$ cat src/rtl/rename_pkg.sv
`default_nettype none
// ============================================================================
// rename_pkg : constants, tag types and control bundle for the rename stage
// Revision   : 1.0
// ============================================================================
package rename_pkg;

  localparam int ARCH_REGS  = 32;
  localparam int PHYS_REGS  = 64;
  localparam int PTAG_W     = $clog2(PHYS_REGS);
  localparam int FREE_DEPTH = PHYS_REGS - ARCH_REGS;
  localparam int AREG_W     = $clog2(ARCH_REGS);
  localparam int FPTR_W     = $clog2(FREE_DEPTH);
  localparam int CNT_W      = FPTR_W + 1;
  localparam int CTRL_W     = 50;

  // Bit offsets of the fields packed into in_ctrl / out_ctrl
  localparam int CTRL_BMS_LSB       = 0;
  localparam int CTRL_ALUCTRL_LSB   = 1;
  localparam int CTRL_REGWRITE_LSB  = 5;
  localparam int CTRL_ALUSRC_LSB    = 6;
  localparam int CTRL_LOADSTORE_LSB = 7;
  localparam int CTRL_IMM_LSB       = 8;
  localparam int CTRL_FUNC3_LSB     = 40;
  localparam int CTRL_OPCODE_LSB    = 43;

  typedef logic [PTAG_W-1:0] ptag_t;
  typedef logic [AREG_W-1:0] areg_t;

  typedef struct packed {
    logic [6:0]  opcode;
    logic [2:0]  func3;
    logic [31:0] imm;
    logic        loadstore;
    logic        alusrc;
    logic        regwrite;
    logic [3:0]  alucontrol;
    logic        bms;
  } ctrl_t;

endpackage
`default_nettype wire

$ cat src/rtl/rename_if.sv
`default_nettype none
// ============================================================================
// rename_if : decode-side, issue-side and retire-side signals of rename_stage
// Revision  : 1.0
// ============================================================================
interface rename_if;
  import rename_pkg::*;

  logic  in_valid;
  logic  in_ready;
  areg_t in_rd;
  areg_t in_rs1;
  areg_t in_rs2;
  logic  in_regwrite;
  ctrl_t in_ctrl;

  logic  out_valid;
  logic  out_ready;
  ptag_t out_prs1;
  ptag_t out_prs2;
  ptag_t out_prd;
  ptag_t out_old_prd;
  ctrl_t out_ctrl;

  logic  retire_valid;
  ptag_t retire_tag;

  modport master (
    output in_valid, in_rd, in_rs1, in_rs2, in_regwrite, in_ctrl,
    output out_ready, retire_valid, retire_tag,
    input  in_ready, out_valid, out_prs1, out_prs2, out_prd, out_old_prd, out_ctrl
  );

  modport slave (
    input  in_valid, in_rd, in_rs1, in_rs2, in_regwrite, in_ctrl,
    input  out_ready, retire_valid, retire_tag,
    output in_ready, out_valid, out_prs1, out_prs2, out_prd, out_old_prd, out_ctrl
  );

endinterface
`default_nettype wire

$ cat src/rtl/rename_free_list.sv
`default_nettype none
// ============================================================================
// rename_free_list : circular FIFO of free physical tags, preloaded at reset
// Revision         : 1.0
// ============================================================================
module rename_free_list
  import rename_pkg::*;
(
  input  wire logic             clk,
  input  wire logic             rst_n,
  input  wire logic             pop,
  input  wire logic             push,
  input  wire ptag_t            push_tag,
  output      ptag_t            head_tag,
  output      logic [CNT_W-1:0] count
);

  ptag_t             r_mem [FREE_DEPTH];
  logic [FPTR_W-1:0] r_head;
  logic [FPTR_W-1:0] r_tail;
  logic [CNT_W-1:0]  r_count;
  logic              w_push_ok;

  // A push into a full list is dropped rather than corrupting the head slot
  assign w_push_ok = push && (r_count != CNT_W'(FREE_DEPTH));

  always_ff @(posedge clk or negedge rst_n) begin
    if (!rst_n) begin
      for (int i = 0; i < FREE_DEPTH; i++) begin
        r_mem[i] <= PTAG_W'(ARCH_REGS + i);
      end
      r_head  <= '0;
      r_tail  <= '0;
      r_count <= CNT_W'(FREE_DEPTH);
    end else begin
      if (w_push_ok) begin
        r_mem[r_tail] <= push_tag;
        r_tail        <= r_tail + FPTR_W'(1);
      end
      if (pop) begin
        r_head <= r_head + FPTR_W'(1);
      end
      case ({pop, w_push_ok})
        2'b10:   r_count <= r_count - CNT_W'(1);
        2'b01:   r_count <= r_count + CNT_W'(1);
        default: r_count <= r_count;
      endcase
    end
  end

  assign head_tag = r_mem[r_head];
  assign count    = r_count;

  a_no_overflow: assert property (@(posedge clk) disable iff (!rst_n)
    !(push && (r_count == CNT_W'(FREE_DEPTH))));

endmodule
`default_nettype wire

$ cat src/rtl/rename_stage.sv
`default_nettype none
// ============================================================================
// rename_stage : RAT lookup, free-list allocation and one registered issue slot
// Revision     : 1.0
// ============================================================================
module rename_stage
  import rename_pkg::*;
(
  input wire logic clk,
  input wire logic rst_n,
  rename_if.slave  bus
);

  ptag_t            r_rat [ARCH_REGS];
  logic             r_out_valid;
  ptag_t            r_prs1;
  ptag_t            r_prs2;
  ptag_t            r_prd;
  ptag_t            r_old_prd;
  ctrl_t            r_ctrl;

  logic             w_alloc;
  logic             w_ready;
  logic             w_accept;
  logic             w_pop;
  logic             w_push;
  ptag_t            w_head_tag;
  logic [CNT_W-1:0] w_free_count;

  assign w_alloc  = bus.in_regwrite && (bus.in_rd != '0);
  // Registered count only: a retire in this same cycle cannot release a stall
  assign w_ready  = (!r_out_valid || bus.out_ready) && (!w_alloc || (w_free_count != '0));
  assign w_accept = bus.in_valid && w_ready;
  assign w_pop    = w_accept && w_alloc;
  assign w_push   = bus.retire_valid && (bus.retire_tag != '0);

  rename_free_list u_free_list (
    .clk      (clk),
    .rst_n    (rst_n),
    .pop      (w_pop),
    .push     (w_push),
    .push_tag (bus.retire_tag),
    .head_tag (w_head_tag),
    .count    (w_free_count)
  );

  // x0 is never allocated, so RAT[0] keeps p0 forever
  always_ff @(posedge clk or negedge rst_n) begin
    if (!rst_n) begin
      for (int i = 0; i < ARCH_REGS; i++) begin
        r_rat[i] <= PTAG_W'(i);
      end
    end else if (w_pop) begin
      r_rat[bus.in_rd] <= w_head_tag;
    end
  end

  always_ff @(posedge clk or negedge rst_n) begin
    if (!rst_n) begin
      r_out_valid <= 1'b0;
      r_prs1      <= '0;
      r_prs2      <= '0;
      r_prd       <= '0;
      r_old_prd   <= '0;
      r_ctrl      <= '0;
    end else if (w_accept) begin
      r_out_valid <= 1'b1;
      r_prs1      <= r_rat[bus.in_rs1];
      r_prs2      <= r_rat[bus.in_rs2];
      r_prd       <= w_alloc ? w_head_tag : '0;
      r_old_prd   <= w_alloc ? r_rat[bus.in_rd] : '0;
      r_ctrl      <= bus.in_ctrl;
    end else if (bus.out_ready) begin
      r_out_valid <= 1'b0;
    end
  end

  assign bus.in_ready    = w_ready;
  assign bus.out_valid   = r_out_valid;
  assign bus.out_prs1    = r_prs1;
  assign bus.out_prs2    = r_prs2;
  assign bus.out_prd     = r_prd;
  assign bus.out_old_prd = r_old_prd;
  assign bus.out_ctrl    = r_ctrl;

endmodule
`default_nettype wire
$ cat src/flat_wrapper.sv
// flat-port wrapper written by rule: the top's interface ports become plain ports
module rename_stage_flat import rename_pkg::*;
  (clk, rst_n, bus_in_valid, bus_in_rd, bus_in_rs1, bus_in_rs2, bus_in_regwrite, bus_in_ctrl, bus_out_ready, bus_retire_valid, bus_retire_tag, bus_in_ready, bus_out_valid, bus_out_prs1, bus_out_prs2, bus_out_prd, bus_out_old_prd, bus_out_ctrl);
  rename_if bus_i ();
  input wire logic clk;
  input wire logic rst_n;
  input wire logic [$bits(bus_i.in_valid)-1:0] bus_in_valid;
  input wire logic [$bits(bus_i.in_rd)-1:0] bus_in_rd;
  input wire logic [$bits(bus_i.in_rs1)-1:0] bus_in_rs1;
  input wire logic [$bits(bus_i.in_rs2)-1:0] bus_in_rs2;
  input wire logic [$bits(bus_i.in_regwrite)-1:0] bus_in_regwrite;
  input wire logic [$bits(bus_i.in_ctrl)-1:0] bus_in_ctrl;
  input wire logic [$bits(bus_i.out_ready)-1:0] bus_out_ready;
  input wire logic [$bits(bus_i.retire_valid)-1:0] bus_retire_valid;
  input wire logic [$bits(bus_i.retire_tag)-1:0] bus_retire_tag;
  output wire logic [$bits(bus_i.in_ready)-1:0] bus_in_ready;
  output wire logic [$bits(bus_i.out_valid)-1:0] bus_out_valid;
  output wire logic [$bits(bus_i.out_prs1)-1:0] bus_out_prs1;
  output wire logic [$bits(bus_i.out_prs2)-1:0] bus_out_prs2;
  output wire logic [$bits(bus_i.out_prd)-1:0] bus_out_prd;
  output wire logic [$bits(bus_i.out_old_prd)-1:0] bus_out_old_prd;
  output wire logic [$bits(bus_i.out_ctrl)-1:0] bus_out_ctrl;
  assign bus_i.in_valid = bus_in_valid;
  assign bus_i.in_rd = bus_in_rd;
  assign bus_i.in_rs1 = bus_in_rs1;
  assign bus_i.in_rs2 = bus_in_rs2;
  assign bus_i.in_regwrite = bus_in_regwrite;
  assign bus_i.in_ctrl = bus_in_ctrl;
  assign bus_i.out_ready = bus_out_ready;
  assign bus_i.retire_valid = bus_retire_valid;
  assign bus_i.retire_tag = bus_retire_tag;
  assign bus_in_ready = bus_i.in_ready;
  assign bus_out_valid = bus_i.out_valid;
  assign bus_out_prs1 = bus_i.out_prs1;
  assign bus_out_prs2 = bus_i.out_prs2;
  assign bus_out_prd = bus_i.out_prd;
  assign bus_out_old_prd = bus_i.out_old_prd;
  assign bus_out_ctrl = bus_i.out_ctrl;
  rename_stage u_core (.clk(clk), .rst_n(rst_n), .bus(bus_i));
endmodule
$ cat config.mk
export PLATFORM = sky130hd
export DESIGN_NAME = rename_stage_flat
export DESIGN_NICKNAME = d
export VERILOG_FILES = /design/src/rtl/rename_pkg.sv /design/src/rtl/rename_if.sv /design/src/rtl/rename_free_list.sv /design/src/rtl/rename_stage.sv /design/src/flat_wrapper.sv
export SDC_FILE = /design/constraint.sdc
export NUM_CORES = 1
export LEC_CHECK = 0
export BUFFER_PORTS_ARGS = -buffer_cell sky130_fd_sc_hd__buf_2
export CORE_MARGIN = 3
export CORE_UTILIZATION = 39
export DETAILED_ROUTE_END_ITERATION = 12
export HOLD_SLACK_MARGIN = 0.06
export SLEW_MARGIN = 0
export SYNTH_ARGS = -nofsm -noshare
export SYNTH_HDL_FRONTEND = slang
export SYNTH_HIERARCHICAL = 1
export SYNTH_SLANG_ARGS = --single-unit
$ cat constraint.sdc
create_clock -name clk -period 3 [get_ports clk]
set_input_delay 0 -clock clk [delete_from_list [all_inputs] [get_ports clk]]
set_output_delay 0 -clock clk [all_outputs]
set_load 0.01 [all_outputs]
* After elaboration in Yosys (flattened, before gate mapping)
Index checks and enable logic that the tools add are counted.
** Cells by class
- $add $sub $neg :: 4
- $lt $le $gt $ge :: 7
- Equal/unequal tests :: 3
- Muxes and demuxes :: 23
- Bitwise logic cells :: 5
- Reduce and logical (&&, ||, !) cells :: 17
** Operators with widths (number)
- 192-bit bitwise mux :: 2
- 6-bit binary-select mux with 5-bit select :: 4
- 6-bit two-way mux :: 12
- 6-bit demux with 5-bit select :: 2
- 6-bit >= comparator, second input constant :: 5
- 5-bit NOT with 6-bit output :: 5
- 6-bit by 1-bit < comparator with 1-bit output, second input constant :: 2
- 6-bit case mux with 2 select lines :: 1
- 6-bit nonzero test :: 2
- 5-bit by 1-bit adder with 5-bit output, second input constant :: 2
- 1-bit logical AND :: 8
- 6-bit by 1-bit adder with 6-bit output, second input constant :: 1
- 6-bit != test, second input constant :: 1
- 6-bit by 1-bit subtractor with 6-bit output, second input constant :: 1
- 5-bit nonzero test :: 1
- 2-bit nonzero test :: 2
- 2-bit by 1-bit equality test with 1-bit output, second input constant :: 1
- 2-bit equality test, second input constant :: 1
- 1-bit zero test :: 2
- 1-bit logical OR :: 2
- 1-bit two-way mux :: 2
** Word-level totals
- Bits in registers :: 475
- Input port bits :: 77
- Output and inout bits :: 76
- Word-level logic and storage cells :: 139

* Longest topological paths before layout
- Word-level depth :: 9
- Depth in mapped cells :: 13
- Depth with buffers taken out :: 12

* Hierarchy
Netlist, hierarchy kept.
** By module, submodules not included
- rename_stage :: times used 1, cells an instance 1125, area each 14925.6 sq um, sequential area each 6781.5 sq um
- rename_free_list :: times used 1, cells an instance 663, area each 10143.5 sq um, sequential area each 5346.4 sq um

* Worst setup path after synthesis
Ideal clock, no wire load.
- Kind :: register to register
- Start point :: register u_core.u_free_list.r_count[5], in the netlist u_core/u_free_list/count[5]
- End point :: register u_core.u_free_list.r_count[5], in the netlist u_core/u_free_list/count[5]
- Library setup time :: 0.083 ns
- Arrival :: 3.016 ns
- Data required time :: 2.917 ns
- Slack :: -0.099 ns
- Stages on the path, launching flop included :: 14
- Path buffers :: 1
- Period minus slack after synthesis :: 3.099 ns
- Cells stage by stage :: dfstp_2 > nor2_1 > nand3_1 > nand2b_1 > nor2_1 > clkbuf_1 > inv_1 > ha_1 > inv_1 > ha_1 > or4_1 > o211ai_1 > nor3b_1 > xnor2_1
** On the way
- Word-level cells in the longest chain between the ends :: 7
- Elaborated cells on any way between the ends :: 13
- Classes of those cells :: 2 x add/sub; 3 x eq/ne; 1 x mux; 7 x reduce/logical
** RTL lines
- start: declaration :: line rename_free_list.sv:21 : logic [CNT_W-1:0] r_count;
- start signal: assignment :: line rename_free_list.sv:34 : r_count <= CNT_W'(FREE_DEPTH);
- start signal: assignment :: line rename_free_list.sv:44 : 2'b10: r_count <= r_count - CNT_W'(1);
- start signal: assignment :: line rename_free_list.sv:45 : 2'b01: r_count <= r_count + CNT_W'(1);
- 6-bit nonzero test * :: line rename_stage.sv:32 : assign w_ready = (!r_out_valid || bus.out_ready) && (!w_alloc || (w_free_count != '0));
- 1-bit logical OR * :: line rename_stage.sv:32
- 1-bit logical AND * :: line rename_stage.sv:32
- 1-bit logical AND * :: line rename_stage.sv:33 : assign w_accept = bus.in_valid && w_ready;
- 1-bit logical AND * :: line rename_stage.sv:34 : assign w_pop = w_accept && w_alloc;
- via u_core.w_pop :: line rename_stage.sv:25 : logic w_pop;
- 2-bit by 1-bit equality test with 1-bit output or 2-bit equality test (tied branches) :: line rename_free_list.sv:43 : case ({pop, w_push_ok})
- 6-bit case mux with 2 select lines or 2-bit nonzero test (tied branches)
The timed path passes the listed nets; every way through them passes the cells marked *.
A chain may end at the register's enable or synchronous reset.

* Worst setup path in the final report
- Start point :: register u_core.u_free_list.r_head[0]
- End point :: register u_core/r_rat[102] in the netlist's numbering
** On the way
- Word-level cells in the longest chain between the ends :: 5
** RTL lines
- start: declaration :: line rename_free_list.sv:19 : logic [FPTR_W-1:0] r_head;
- start signal: assignment :: line rename_free_list.sv:41 : r_head <= r_head + FPTR_W'(1);
- 5-bit NOT with 6-bit output (not written as such) :: line rename_free_list.sv:51 : assign head_tag = r_mem[r_head];
- 6-bit binary-select mux with 5-bit select :: line rename_free_list.sv:51
- 6-bit two-way mux (not written as such) (2 in series) :: line rename_free_list.sv:51
- via u_core.w_head_tag[0] :: line rename_stage.sv:27 : ptag_t w_head_tag;
- 192-bit bitwise mux :: line rename_stage.sv:54 : r_rat[bus.in_rd] <= w_head_tag;
- end signal: indexed assignment :: line rename_stage.sv:51 : r_rat[i] <= PTAG_W'(i);
- end signal: indexed assignment :: line rename_stage.sv:54
- end: declaration :: line rename_stage.sv:14 : ptag_t r_rat [ARCH_REGS];
The timed path passes the listed nets, and every way through them passes these cells. The select of a mux whose other input is x is not followed.

==> results.sh <==
export IMPL_leakage_nw=13.04
export IMPL_yosys_warnings=6
export IMPL_finalCritPeriodShare_pct=96.25
export IMPL_crit_path_top_delay_cell="dfrtp_4"
export IMPL_die_w_um=259.5
export IMPL_drive_gt1_share_pct=53.17
export IMPL_crit_path_end_kind="flop"
export IMPL_post_place_ws_ns=0.1196
export IMPL_setup_viol=0
export IMPL_hp_class="in2reg"
export IMPL_synth_edf_count=0
export IMPL_initial_core_util_pct=39.60
export IMPL_clk_latency_ns=0.59
export IMPL_skew_ns=0.02102
export IMPL_grt_total_usage_pct=21.64
export IMPL_fmax_mhz=346.3
export IMPL_via_per_inst=5.783
export IMPL_drc=0
export IMPL_path_class="reg2reg"
export IMPL_syn_nets=1876
export IMPL_gp_congestion=0.8979
export IMPL_dieArea_um2=67360
export IMPL_vias=16760
export IMPL_cts_sinks=475
export IMPL_finalInstanceArea_um2=29760
export IMPL_hold_viol=0
export IMPL_routed_wl_um=72770
export IMPL_cts_htree_levels=2
export IMPL_grt_max_degree=84
export IMPL_cp_buffers_inverters=1
export IMPL_synth_ff_type="dfrtp_1"
export IMPL_cts_root_buf="clkbuf_16"
export IMPL_synth_cell_types=65
export IMPL_path_cells="mux4_2 -> a22o_1 -> a211oi_1 -> a21oi_2 -> buf_12 -> mux2_2"
export IMPL_worst_path_dominant_cell_family="compound AO/OA/AOI/OAI gates"
export IMPL_dr_first_iter_drc_count=1352
export IMPL_design_core_area_um2=63310
export IMPL_clockBufferDepth=3
export IMPL_cp_slowest_stage_delay_ns=0.72
export IMPL_drv_slew=0
export IMPL_core_rowCount=92
export IMPL_required_ns=3.46
export IMPL_clk_pin_slew_ns=0.06
export IMPL_port_buffers=152
export IMPL_tns_ns=0
export IMPL_cts_made_buffers=53
export IMPL_relSlewSlack_pct=34.36
export IMPL_synth_seq_cells=475
export IMPL_arrival_ns=3.35
export IMPL_syn_area_um2=25070
export IMPL_synth_cells=1788
export IMPL_final_fill_count=5648
export IMPL_cts_tree="built"
export IMPL_seqCellArea_um2=12130
export IMPL_die_h_um=259.5
export IMPL_layout_area_overhead_vs_synth_pct=18.72
export IMPL_grt_pass1_vias=17880
export IMPL_syn_area_per_cell_um2=14.02
export IMPL_crit_fanout=32
export IMPL_cp_start_kind="flop"
export IMPL_fin_nets=2098
export IMPL_irDropWorstVdd_mv=0.5347
export IMPL_async_reset_ff_share_pct=100.0
export IMPL_boundaryPins=153
export IMPL_placed_cell_area_um2=27340
export IMPL_grt_pass1_wl_um=112100
export IMPL_seq_area_frac_synth_pct=48.38
export IMPL_fin_ws_ns=0.1125
export IMPL_wl_per_cell_um=25.11
export IMPL_multi_input_area_um2=12350
export IMPL_antenna_found_initial=0
export IMPL_n_antenna_cell=0
export IMPL_dpl_hpwl_um=48420
export IMPL_dr_pass1_iters=5
export IMPL_ant_nets=0
export IMPL_worst_pin_slew_ns=0.9825
export IMPL_status="finished, final reports clean"
export IMPL_rsz0062_at_grt="no"
export IMPL_grt_overflow=0
export IMPL_min_period_ns=2.888
export IMPL_power_density_nw_per_um2=928.4
export IMPL_power_mw=27.63
export IMPL_cap_viol_max_count=0
## cells in the final DEF (no fill, tap or decap), types with 9 or more instances in the layout
| cell type | count |
|---|---|
| a22o_1 | 42 |
| clkinv_2 | 12 |
| clkbuf_8 | 12 |
| clkbuf_16 | 53 |
| a221oi_1 | 24 |
| o221ai_1 | 11 |
| mux2i_1 | 215 |
| clkbuf_1 | 10 |
| buf_2 | 148 |
| nand2_1 | 42 |
| dfstp_2 | 193 |
| mux2_4 | 42 |
| o22ai_1 | 12 |
| buf_4 | 76 |
| a22oi_1 | 77 |
| mux2_2 | 381 |
| inv_1 | 9 |
| ha_1 | 10 |
| buf_12 | 23 |
| dlygate4sd3_1 | 60 |
| mux4_2 | 85 |
| a21oi_1 | 30 |
| nor2_1 | 32 |
| dfrtp_1 | 281 |
## Yosys cell counts (4+ instances only)
cell	count	area (um2)
o22ai_1	12	75.07
a22oi_1	77	578.1
o221ai_1	11	96.34
nand2b_1	6	37.54
xor2_1	4	35.03
a221oi_1	24	210.2
mux2_1	8	90.09
clkbuf_1	85	319.1
mux2_2	381	4290
nor2_4	5	56.30
buf_4	10	75.07
nand4_1	8	50.05
nor2b_1	9	56.30
nor2_2	5	31.28
xnor2_1	7	61.31
nor3_1	4	20.02
nand3_1	7	35.03
dfstp_2	193	5071
a211oi_1	7	52.55
nor2_1	35	131.4
o21ai_0	9	45.04
nand2_1	42	157.7
o211ai_4	4	85.08
mux2i_1	215	2152
o41ai_2	4	65.06
inv_1	9	33.78
o41ai_1	8	70.07
dfrtp_1	282	7057
a21oi_1	35	175.2
nor2_8	7	140.1
nor3b_1	5	37.54
mux4_2	85	1914
mux2_4	42	630.6
nand3b_1	7	52.55
a22o_1	42	367.9
buf_2	37	185.2
buf_1	6	22.52
ha_1	10	125.1
## cells by family (layout without fill, tap and decap cells)
group           Yosys count  in the layout  share of synthesized area [%]
compound gates          242            242                          7.616
xor+xnor                 11             11                         0.3843
fa+ha+maj                11             11                         0.5790
buf+inv                 150            414                          2.680
flops                   475            475                          48.38
mux                     731            731                          36.21
simple gates            168            168                          4.153
## power by group
group,internal [mW],switching [mW],total [mW]
clock network,4.05,2.68,6.73
logic,4.88,4.87,9.75
registers,9.32,1.83,11.1
total,18.2,9.38,27.6
## final timing paths
kind,cells after the start,slack (ns),to,from
max,6,0.11,u_core/r_rat[102],u_core/u_free_list/r_head[0]
min,5,0.08,u_core/u_free_list/r_tail[0],bus_retire_valid
max reg2reg,6,0.11,u_core/r_rat[102],u_core/u_free_list/r_head[0]
min reg2reg,0,0.42,u_core/r_rat[186],u_core/r_rat[186]
max in group asynchronous,4,1.67,u_core/r_rat[98],rst_n
min in group asynchronous,3,0.51,u_core/bus.out_prs2[5],rst_n
## cell type report
| class | count | area share (%) |
|---|---|---|
| tap | 846 | 3.557 |
| clock inverter | 22 | 0.9123 |
| timing repair buffer | 308 | 8.021 |
| clock buffer | 75 | 5.137 |
| multi-input combinational | 1163 | 41.50 |
| inverter | 9 | 0.1135 |
| sequential | 475 | 40.76 |
## worst reg2reg max path: stages (launching register included)
cell and delay (ns):
dfrtp_4 0.72, mux4_2 0.58, a22o_1 0.28, a211oi_1 0.57
a21oi_2 0.11, buf_12 0.22, mux2_2 0.30
## per-layer routing
metal | global-route usage [%] | vias up | share of wire (%)
li1 | - | 7275 | -
met1 | 29.91 | 8804 | 44
met2 | 34.40 | 546 | 47
met3 | 4.487 | 135 | 6.5
met4 | 6.400 | 0 | 2.8
met5 | 0 | - | 0
## stage by stage
| step | util, % | hold WS (ns) | cells |
|---|---|---|---|
| after CTS | 47.00 | 0.06081 | 2898 |
| after floorplan | - | -0.2956 | 1788 |
| after global placement | 43.18 | 0.05097 | 2740 |
| final | 47.01 | 0.07724 | 2898 |
| after global routing | 47.01 | 0.08081 | 2898 |
| after detailed placement | 43.18 | 0.05671 | 2740 |
## repair_timing
item | CTS | global route
hold buffers | 61 | 0
endpoints found under the setup margin | 0 | 24
buffers inserted | 0 | 0
hold endpoints to repair | 439 | 0
gates resized for setup | 0 | 1
## registers in the layout, summed over array words and instances (netlist names)
signal / flops
u_core/u_free_list/r_tail: 5
u_core/bus.out_ctrl: 50
u_core/bus.out_prs2: 6
u_core/u_free_list/r_mem: 192
u_core/bus.out_prd: 6
u_core/r_rat: 192
u_core/bus.out_old_prd: 6
u_core/bus.out_prs1: 6
u_core/u_free_list/count: 6
u_core/bus.out_valid: 1
u_core/u_free_list/r_head: 5
No activity file was read; power rests on OpenSTA's default activity.
